**src/rtl/exp6_pkg.sv**
```systemverilog
// Shared constants and sequence ROM contents for the exp6 memory-sequence game datapath.
package exp6_pkg;

  localparam int unsigned END_W        = 4;
  localparam int unsigned DADO_W       = 4;
  localparam int unsigned ROM_PROF     = 16;
  localparam int unsigned MEIO_RODADAS = 7;
  localparam int unsigned FIM_RODADAS  = 15;

  // Sequence words; element [k] is the word stored at address k.
  localparam logic [ROM_PROF-1:0][DADO_W-1:0] ROM_CONTEUDO = {
    4'd4, 4'd1, 4'd8, 4'd8, 4'd4, 4'd4, 4'd2, 4'd2,
    4'd1, 4'd1, 4'd2, 4'd4, 4'd8, 4'd4, 4'd2, 4'd1
  };

endpackage

```
**src/rtl/exp6_fluxo_dados_rom.sv**
```systemverilog
// Asynchronous-read 16x4 sequence ROM addressed by the address counter.
module exp6_rom_16x4
  import exp6_pkg::*;
(
  input  logic [END_W-1:0]  endereco,
  output logic [DADO_W-1:0] dado
);

  assign dado = ROM_CONTEUDO[endereco];

endmodule

```
**src/rtl/exp6_fluxo_dados.sv**
```systemverilog
// Datapath for the memory-sequence game: counters, timers, sequence ROM,
// move/level registers, button edge detector and LED drive.
// Optional build macro EXP6_SYNC_BOTOES_EN adds a 2-flop button synchronizer.
module exp6_fluxo_dados
  import exp6_pkg::*;
#(
  parameter int unsigned TM_CICLOS    = 1000,
  parameter int unsigned TEMPO_CICLOS = 5000
) (
  input  logic              clock,
  input  logic              reset,
  input  logic              zeraC,
  input  logic              contaC,
  input  logic              zeraCR,
  input  logic              contaCR,
  input  logic              zeraTM,
  input  logic              contaTM,
  input  logic              zeraTempo,
  input  logic              contaTempo,
  input  logic              zeraR,
  input  logic              registraR,
  input  logic              registraN,
  input  logic              ativa_leds,
  input  logic [3:0]        botoes,
  input  logic              nivel_tempo_in,
  input  logic              nivel_jogadas_in,
  output logic              fimC,
  output logic              fimCR,
  output logic              meioCR,
  output logic              fimTM,
  output logic              meioTM,
  output logic              fimTempo,
  output logic              meioTempo,
  output logic              enderecoIgualRodada,
  output logic              jogada_feita,
  output logic              jogada_correta,
  output logic              nivel_tempo,
  output logic              nivel_jogadas,
  output logic [3:0]        leds,
  output logic [3:0]        db_contagem,
  output logic [3:0]        db_rodada,
  output logic [3:0]        db_jogada,
  output logic [3:0]        db_memoria
);

  localparam int unsigned TM_W    = $clog2(TM_CICLOS);
  localparam int unsigned TEMPO_W = $clog2(TEMPO_CICLOS);

  localparam logic [TM_W-1:0]    TM_FIM     = TM_W'(TM_CICLOS - 1);
  localparam logic [TM_W-1:0]    TM_MEIO    = TM_W'(TM_CICLOS / 2 - 1);
  localparam logic [TEMPO_W-1:0] TEMPO_FIM  = TEMPO_W'(TEMPO_CICLOS - 1);
  localparam logic [TEMPO_W-1:0] TEMPO_MEIO = TEMPO_W'(TEMPO_CICLOS / 2 - 1);

  logic [END_W-1:0]   contagem;
  logic [END_W-1:0]   rodada;
  logic [TM_W-1:0]    tm;
  logic [TEMPO_W-1:0] tempo;
  logic [DADO_W-1:0]  jogada;
  logic [DADO_W-1:0]  dadoMemoria;
  logic [3:0]         botoesS;
  logic               prev;

`ifdef EXP6_SYNC_BOTOES_EN
  logic [3:0] botoesMeta;
  logic [3:0] botoesSinc;

  // Two-flop synchronizer for the asynchronous player buttons
  always_ff @(posedge clock or posedge reset) begin
    if (reset) begin
      botoesMeta <= '0;
      botoesSinc <= '0;
    end else begin
      botoesMeta <= botoes;
      botoesSinc <= botoesMeta;
    end
  end

  assign botoesS = botoesSinc;
`else
  assign botoesS = botoes;
`endif

  // Address counter, wraps naturally at 15
  always_ff @(posedge clock or posedge reset) begin
    if (reset)       contagem <= '0;
    else if (zeraC)  contagem <= '0;
    else if (contaC) contagem <= contagem + END_W'(1);
  end

  // Round counter, wraps naturally at 15
  always_ff @(posedge clock or posedge reset) begin
    if (reset)        rodada <= '0;
    else if (zeraCR)  rodada <= '0;
    else if (contaCR) rodada <= rodada + END_W'(1);
  end

  // Show timer wraps so the control unit can keep counting into the off gap
  always_ff @(posedge clock or posedge reset) begin
    if (reset)        tm <= '0;
    else if (zeraTM)  tm <= '0;
    else if (contaTM) tm <= (tm == TM_FIM) ? '0 : tm + TM_W'(1);
  end

  // Play timer saturates so its end/half flags stay asserted
  always_ff @(posedge clock or posedge reset) begin
    if (reset)                               tempo <= '0;
    else if (zeraTempo)                      tempo <= '0;
    else if (contaTempo && tempo != TEMPO_FIM) tempo <= tempo + TEMPO_W'(1);
  end

  // Player move register
  always_ff @(posedge clock or posedge reset) begin
    if (reset)          jogada <= '0;
    else if (zeraR)     jogada <= '0;
    else if (registraR) jogada <= botoesS;
  end

  // Level register, cleared only by reset
  always_ff @(posedge clock or posedge reset) begin
    if (reset) begin
      nivel_tempo   <= 1'b0;
      nivel_jogadas <= 1'b0;
    end else if (registraN) begin
      nivel_tempo   <= nivel_tempo_in;
      nivel_jogadas <= nivel_jogadas_in;
    end
  end

  // Previous any-button-pressed state for the press edge detector
  always_ff @(posedge clock or posedge reset) begin
    if (reset) prev <= 1'b0;
    else       prev <= |botoesS;
  end

  exp6_rom_16x4 u_rom (
    .endereco (contagem),
    .dado     (dadoMemoria)
  );

  assign fimC                = (contagem == END_W'(FIM_RODADAS));
  assign fimCR               = (rodada == END_W'(FIM_RODADAS));
  assign meioCR              = (rodada == END_W'(MEIO_RODADAS));
  assign fimTM               = (tm == TM_FIM);
  assign meioTM              = (tm == TM_MEIO);
  assign fimTempo            = (tempo == TEMPO_FIM);
  assign meioTempo           = (tempo >= TEMPO_MEIO);
  assign enderecoIgualRodada = (contagem == rodada);
  assign jogada_feita        = (|botoesS) & ~prev;
  assign jogada_correta      = (dadoMemoria == jogada);
  assign leds                = ativa_leds ? dadoMemoria : botoesS;
  assign db_contagem         = contagem;
  assign db_rodada           = rodada;
  assign db_jogada           = jogada;
  assign db_memoria          = dadoMemoria;

endmodule

```
**config.mk**
```make
export PLATFORM = sky130hd
export DESIGN_NAME = exp6_fluxo_dados
export DESIGN_NICKNAME = d
export VERILOG_FILES = /design/src/rtl/exp6_pkg.sv /design/src/rtl/exp6_fluxo_dados_rom.sv /design/src/rtl/exp6_fluxo_dados.sv
export SDC_FILE = /design/constraint.sdc
export NUM_CORES = 1
export LEC_CHECK = 0
export CELL_PAD_IN_SITES_DETAIL_PLACEMENT = 2
export CELL_PAD_IN_SITES_GLOBAL_PLACEMENT = 2
export CORE_MARGIN = 5
export CORE_UTILIZATION = 30
export DETAILED_ROUTE_END_ITERATION = 8
export HOLD_SLACK_MARGIN = 0.12
export PLACE_DENSITY = 0.88
export SLEW_MARGIN = 20
export SYNTH_ARGS = -nofsm -noshare
export SYNTH_HDL_FRONTEND = slang
export SYNTH_HIERARCHICAL = 1
export SYNTH_SLANG_ARGS = --single-unit
```
**constraint.sdc**
```tcl
create_clock -name clock -period 2.3 [get_ports clock]
set_input_delay 0.23 -clock clock [delete_from_list [all_inputs] [get_ports clock]]
set_output_delay 0.23 -clock clock [all_outputs]
set_load 0.005 [all_outputs]
```
# After elaboration in Yosys (flattened, before gate mapping)
# Memories as Yosys holds them, arrays and structs flattened.
# Index checks and enable logic that the tools add are counted.
dict set report word_totals {
  reg_bits 38
  rom_bits 64
  inputBits 20
  out_inout_bits 32
  word_cells 46
  memories 1
}
dict set report op_classes {
  addsub 4
  magnitude_cmp 2
  n_eq_ne 9
  n_mux 13
  bitwise_logic 2
  n_reduce_logical 7
}
# name words word_bits read_ports rd_ports_with_merged_regs write_ports line
set memory_table {}
lappend memory_table {{(name not given)} 16 4 1 0 0 exp6_fluxo_dados_rom.sv:9} ;# assign dado = ROM_CONTEUDO[endereco];
# operator count
set ops {}
lappend ops {{2-to-1 mux 4 bit} 8}
lappend ops {{2-to-1 mux 10 bit} 3}
lappend ops {{2-to-1 mux 13 bit} 2}
lappend ops {{adder 13 x 1 -> 13 bit, second input constant} 1}
lappend ops {{equality test 13 bit, second input constant} 1}
lappend ops {{greater-or-equal comparator 13 x 12 -> 1 bit, second input constant} 1}
lappend ops {{inequality test 13 bit, second input constant} 1}
lappend ops {{adder 10 x 1 -> 10 bit, second input constant} 1}
lappend ops {{equality test 10 bit, second input constant} 1}
lappend ops {{equality test 10 x 9 -> 1 bit, second input constant} 1}
lappend ops {{nonzero test 2 bit} 5}
lappend ops {{adder 4 x 1 -> 4 bit, second input constant} 2}
lappend ops {{equality test 4 bit} 2}
lappend ops {{equality test 4 bit, second input constant} 2}
lappend ops {{< comparator 4 x 5 -> 1 bit, second input constant} 1}
lappend ops {{equality test 4 x 3 -> 1 bit, second input constant} 1}
lappend ops {{OR reduction 4 bit} 1}
lappend ops {{AND 1 bit} 1}
lappend ops {{logical AND 1 bit} 1}
lappend ops {{inverter 1 bit} 1}

# Depth between registers and ports, before layout
dict set report logic_depth {
  word_depth 4
  ltp_mapped 6
}

# By module
# Netlist, hierarchy kept.
# mod n_inst cells_each area_per_inst_um2 seq_area_each_um2
set modules_own_cells {}
lappend modules_own_cells {exp6_fluxo_dados 1 204 2058.2 950.9}
lappend modules_own_cells {exp6_rom_16x4 1 10 71.3 0.0}

# Worst setup path before layout
# No wires, ideal clock.
dict set report synth_path {
  path_kind {register to register}
  from {reg tempo[3]}
  to {reg tempo[1]}
  arrival_ps 1634
  required_ps 2167
  path_slack_ps 533
  path_stages_with_launch 6
  n_path_buf 1
  cell_sequence {dfrtp_1 > or3_4 > o41ai_4 > buf_6 > mux2i_1 > nor2_1}
}
dict set report synth_between {
  elab_chain_len 3
}
# item line
set synth_rtl {}
lappend synth_rtl {{start, declared} exp6_fluxo_dados.sv:57} ;# logic [TEMPO_W-1:0] tempo;
lappend synth_rtl {{start signal, assigned} exp6_fluxo_dados.sv:108} ;# else if (contaTempo && tempo != TEMPO_FIM) tempo <= tempo + TEMPO_W'(1);
lappend synth_rtl {{inequality test 13 bit} exp6_fluxo_dados.sv:108}
lappend synth_rtl {{logical AND 1 bit} exp6_fluxo_dados.sv:108}
lappend synth_rtl {{nonzero test 2 bit (no line)} --}
# No other way between the ends.
# A chain may end at the register's enable or synchronous reset.

# Final worst setup path
dict set report layout_path {
  from {reg contagem[2], in the netlist db_contagem[2]}
  to {out leds[2]}
}
dict set report layout_between {
  elab_chain_len 3
}
# item line
set layout_rtl {}
lappend layout_rtl {{start, declared} exp6_fluxo_dados.sv:54} ;# logic [END_W-1:0] contagem;
lappend layout_rtl {{start signal, assigned} exp6_fluxo_dados.sv:87} ;# else if (contaC) contagem <= contagem + END_W'(1);
lappend layout_rtl {{memory read (16 x 4 bit)} --}
lappend layout_rtl {{2-to-1 mux 4 bit (not written as such)} exp6_fluxo_dados_rom.sv:9}
lappend layout_rtl {{2-to-1 mux 4 bit} exp6_fluxo_dados.sv:150} ;# assign leds = ativa_leds ? dadoMemoria : botoesS;
lappend layout_rtl {{end, declared} exp6_fluxo_dados.sv:39} ;# output logic [3:0] leds,
# No other way between the ends. The select of a mux whose other input is x is not followed.

==> results by group <==
Run status
  – Status: finished, final reports clean

Setup path
  – CP max FO: 11
  – CP endpoint kind: output port
  – Slowest CP cell: dfrtp_2
  – Crit path cell chain: nor2b_1 -> a22o_1 -> mux2_2 -> clkdlybuf4s50_1
  – CP Data Required Time: 2.07 ns
  – Critical Path AT: 1.99 ns
  – FF-to-FF setup slack: 0.17 ns
  – Largest stage delay, worst path: 0.50 ns
  – Reg2Reg Launch Point: tempo[0]
  – Crit start category: flop
  – R2r endpoint: tempo[7]
  – Critical path type: reg -> out
  – Worst r2r path cells: 8

Detailed routing
  – WL final: 6900 µm
  – Drt drc: 0
  – Antenna-violating nets left: 0
  – Wirelength per Cell: 18.0 µm
  – DRT iter0 DRCs: 48
  – DR vias: 1950
  – DR pass1 iterations: 4
  – Post-DR vias/cell: 5.09

CTS
  – Sink Count: 38
  – Clock tree from TritonCTS: yes
  – Num CTS Buffers: 5
  – Reg clk slew, reported paths: 0.08 ns
  – Longest Clk Path Bufs: 2
  – H-Tree Level Count: 2
  – Clock latency on the worst-skew pair: 0.29 ns
  – Root Buffer: clkbuf_8

Die
  – Die ar.: 8880 µm²
  – I/O pin count: 52
  – Core ar.: 6870 µm²
  – Die Span X: 94.3 µm
  – Initial core utilization: 0.310
  – Die H: 94.3 µm
  – # rows: 30

Finish
  – Layout Area Growth over Synthesis: 42.7%
  – Design area: 3040 µm²
  – Commonest non-fill, non-tap cell in the layout: clkdlybuf4s50_1
  – # nets final: 311
  – Commonest cells after routing, fill and taps aside: 48 x clkdlybuf4s50_1, 33 x dfrtp_1, 32 x nor2_1
  – Final Core Density: 0.442
  – Share of layout cells above drive strength 1: 0.181
  – Antenna fix cells: 0

Logic synthesis
  – Ys flop type: dfrtp_1
  – Cell area after synthesis: 2130 µm²
  – Largest family of logic cells by synthesized area: simple AND/OR/NAND/NOR gates
  – Synth area leaders: dfrtp_1 45%, xor2_1 7.0%, nor2_1 5.6%, nand4_1 3.5%, mux2i_1 3.3%
  – Yosys warning total: 6
  – Cell taking the most area after synthesis: dfrtp_1
  – Post-synthesis adder-cell area fraction: 0.0235
  – Yosys reg bits: 38
  – Syn Area/Cell: 9.95 µm²
  – Top-area cell type share of the netlist area: 0.447
  – Post-Syn Nets: 238
  – Mux share of post-synthesis cell area: 0.0646
  – Yosys cell types: 42
  – FFs w/ async S/R, synth: 1.00
  – Compound-Gate Fraction of Synth Area: 0.106
  – Synth Area in XOR/XNOR: 0.0987
  – Register area share after synthesis: 0.447
  – Synth Area in Simple Gates: 0.245
  – Synth Instances: 214
  – Number of synthesized flops with an enable pin: 0

GRT
  – Initial antenna violation count: 0
  – GRT met2 Usage: 0.295
  – Met3 Usage GRT: 0.0256
  – All-Layer GR Usage: 0.159
  – First-pass GRT wire length: 11200 µm
  – Busiest layer in global routing: met2
  – Vias in the first global route: 2181
  – Met1 usage: 0.184
  – Grt total ovfl: 0
  – Largest net degree at the start of global routing: 16

STA
  – Final Hold Vio Count: 0
  – Max Fclk: 0.451 GHz
  – Max-slew violation count: 0
  – Fin crit share: 0.963
  – Least-Margin Pin Slew: 0.589 ns
  – Max_slew headroom: 0.606
  – RSZ-0062 raised after global routing: false
  – Final setup TNS: 0 ns
  – Worst setup margin: 0.0845 ns
  – Final setup vio count: 0
  – Fin crit period: 2.22 ns
  – Clock Skew: 0.00358 ns

Pwr
  – Comb pwr share: 0.195
  – Flop pwr share: 0.498
  – Clock share of power: 0.306
  – Worst IR drop on VDD: 0.180 mV
  – Internal power: 1.06 mW
  – Leak pwr: 1.32 nW
  – Sw Pwr: 392 µW
  – Sw frac: 0.271
  – Pwr dens: 477 nW/µm²

Place
  – DP Wirelength: 5090 µm
  – Final RePlAce weighted congestion: 0.756
  – Post-place instance area: 2830 µm²
  – Port-buffer cells: 51
  – Place WS: -0.0311 ns

Hold path
  – HP Class: in -> async

Flow run
  – MaxCap Viol Count: 0
-- cells by family after synthesis --
| group | count (synthesis) |
|---|---|
| adders and majority gates | 4 |
| xor gates and xnor gates | 24 |
| AOI/OAI and AO/OA | 30 |
| buffers and inverters | 7 |
| and+or+nand+nor | 98 |
| muxes | 13 |
| DFF | 38 |
-- worst max path at each step --
stage | endpoint | from | cells past startpoint
3_5_place_dp | jogada_correta | db_contagem[3] | 5
4_1_cts | meioTempo | tempo[3] | 5
5_1_grt | leds[2] | db_contagem[2] | 4
6_report | leds[2] | db_contagem[2] | 4
2_1_floorplan | tempo[1] | tempo[3] | 5
3_3_place_gp | meioTempo | tempo[3] | 5
-- per-layer routing --
layer	part of all wire	routed length [µm]
met1	0.40	2770
met2	0.55	3800
met3	0.034	238
met4	0.015	101
met5	0	0
-- stage by stage --
step	cells	total power [mW]	hold WS, ns
global placement	369	0.993	0.499
detailed placement	369	1.01	0.500
CTS	379	1.47	0.279
floorplan	214	0.838	0.293
global route	383	1.53	0.289
finish	383	1.45	0.258
-- power by group through the flow --
| stage | clock network, mW | logic, mW | registers, mW |
|---|---|---|---|
| after floorplan | 0 | 0.108 | 0.729 |
| after global placement | 0 | 0.264 | 0.728 |
| after detailed placement | 0 | 0.278 | 0.732 |
| after CTS | 0.460 | 0.285 | 0.722 |
| after global routing | 0.498 | 0.309 | 0.727 |
| final | 0.443 | 0.283 | 0.722 |
-- Yosys cell counts, types with 2 or more instances --
cell	number
a21o_1	4
nand2b_1	2
nor3b_1	2
nor2_1	32
or4_1	4
nor4_1	7
xor2_1	17
xnor2_1	7
or3_4	2
nor3_1	3
o31ai_1	3
nand4_1	12
o21ai_0	3
inv_1	2
mux2_2	6
and3_1	3
dfrtp_1	38
ha_1	4
mux2i_1	7
clkbuf_1	4
nor2b_1	2
nand2_1	14
nand3b_1	2
or3_1	4
a21oi_1	8
nand3_1	5
o21ai_1	2
-- final cells by class --
type	count	area, µm²
clock inverter	2	10.0
fill	753	3830
inverter	2	7.51
multi-input combinational	169	1210
sequential	38	957
clock buffer	5	68.8
timing repair buffer	71	664
tap	96	120
-- flip-flops by register name, summed over array words and instances, names as in the netlist --
| name | flops |
|---|---|
| nivel_jogadas | 1 |
| tempo | 13 |
| nivel_tempo | 1 |
| db_jogada | 4 |
| prev | 1 |
| db_contagem | 4 |
| tm | 10 |
| db_rodada | 4 |
-- worst max-delay path: cells and delay by family (launching register included) --
kind                   cells  cell delay (ns)
AND/OR/NAND/NOR            1             0.19
multiplexers               1             0.28
AO/OA/AOI/OAI              1             0.29
flip-flops                 1             0.50
buffers and inverters      1             0.45
-- repair_timing --
| item | 4_1_cts | 5_1_grt |
|---|---|---|
| hold buffers | 0 | 0 |
| gates cloned | 0 | 0 |
| gates resized for setup | 13 | 6 |
| pin swaps | 1 | 3 |
| setup endpoints to repair | 4 | 6 |
| setup buffers | 3 | 4 |
No activity file was read; power rests on OpenSTA's default activity.
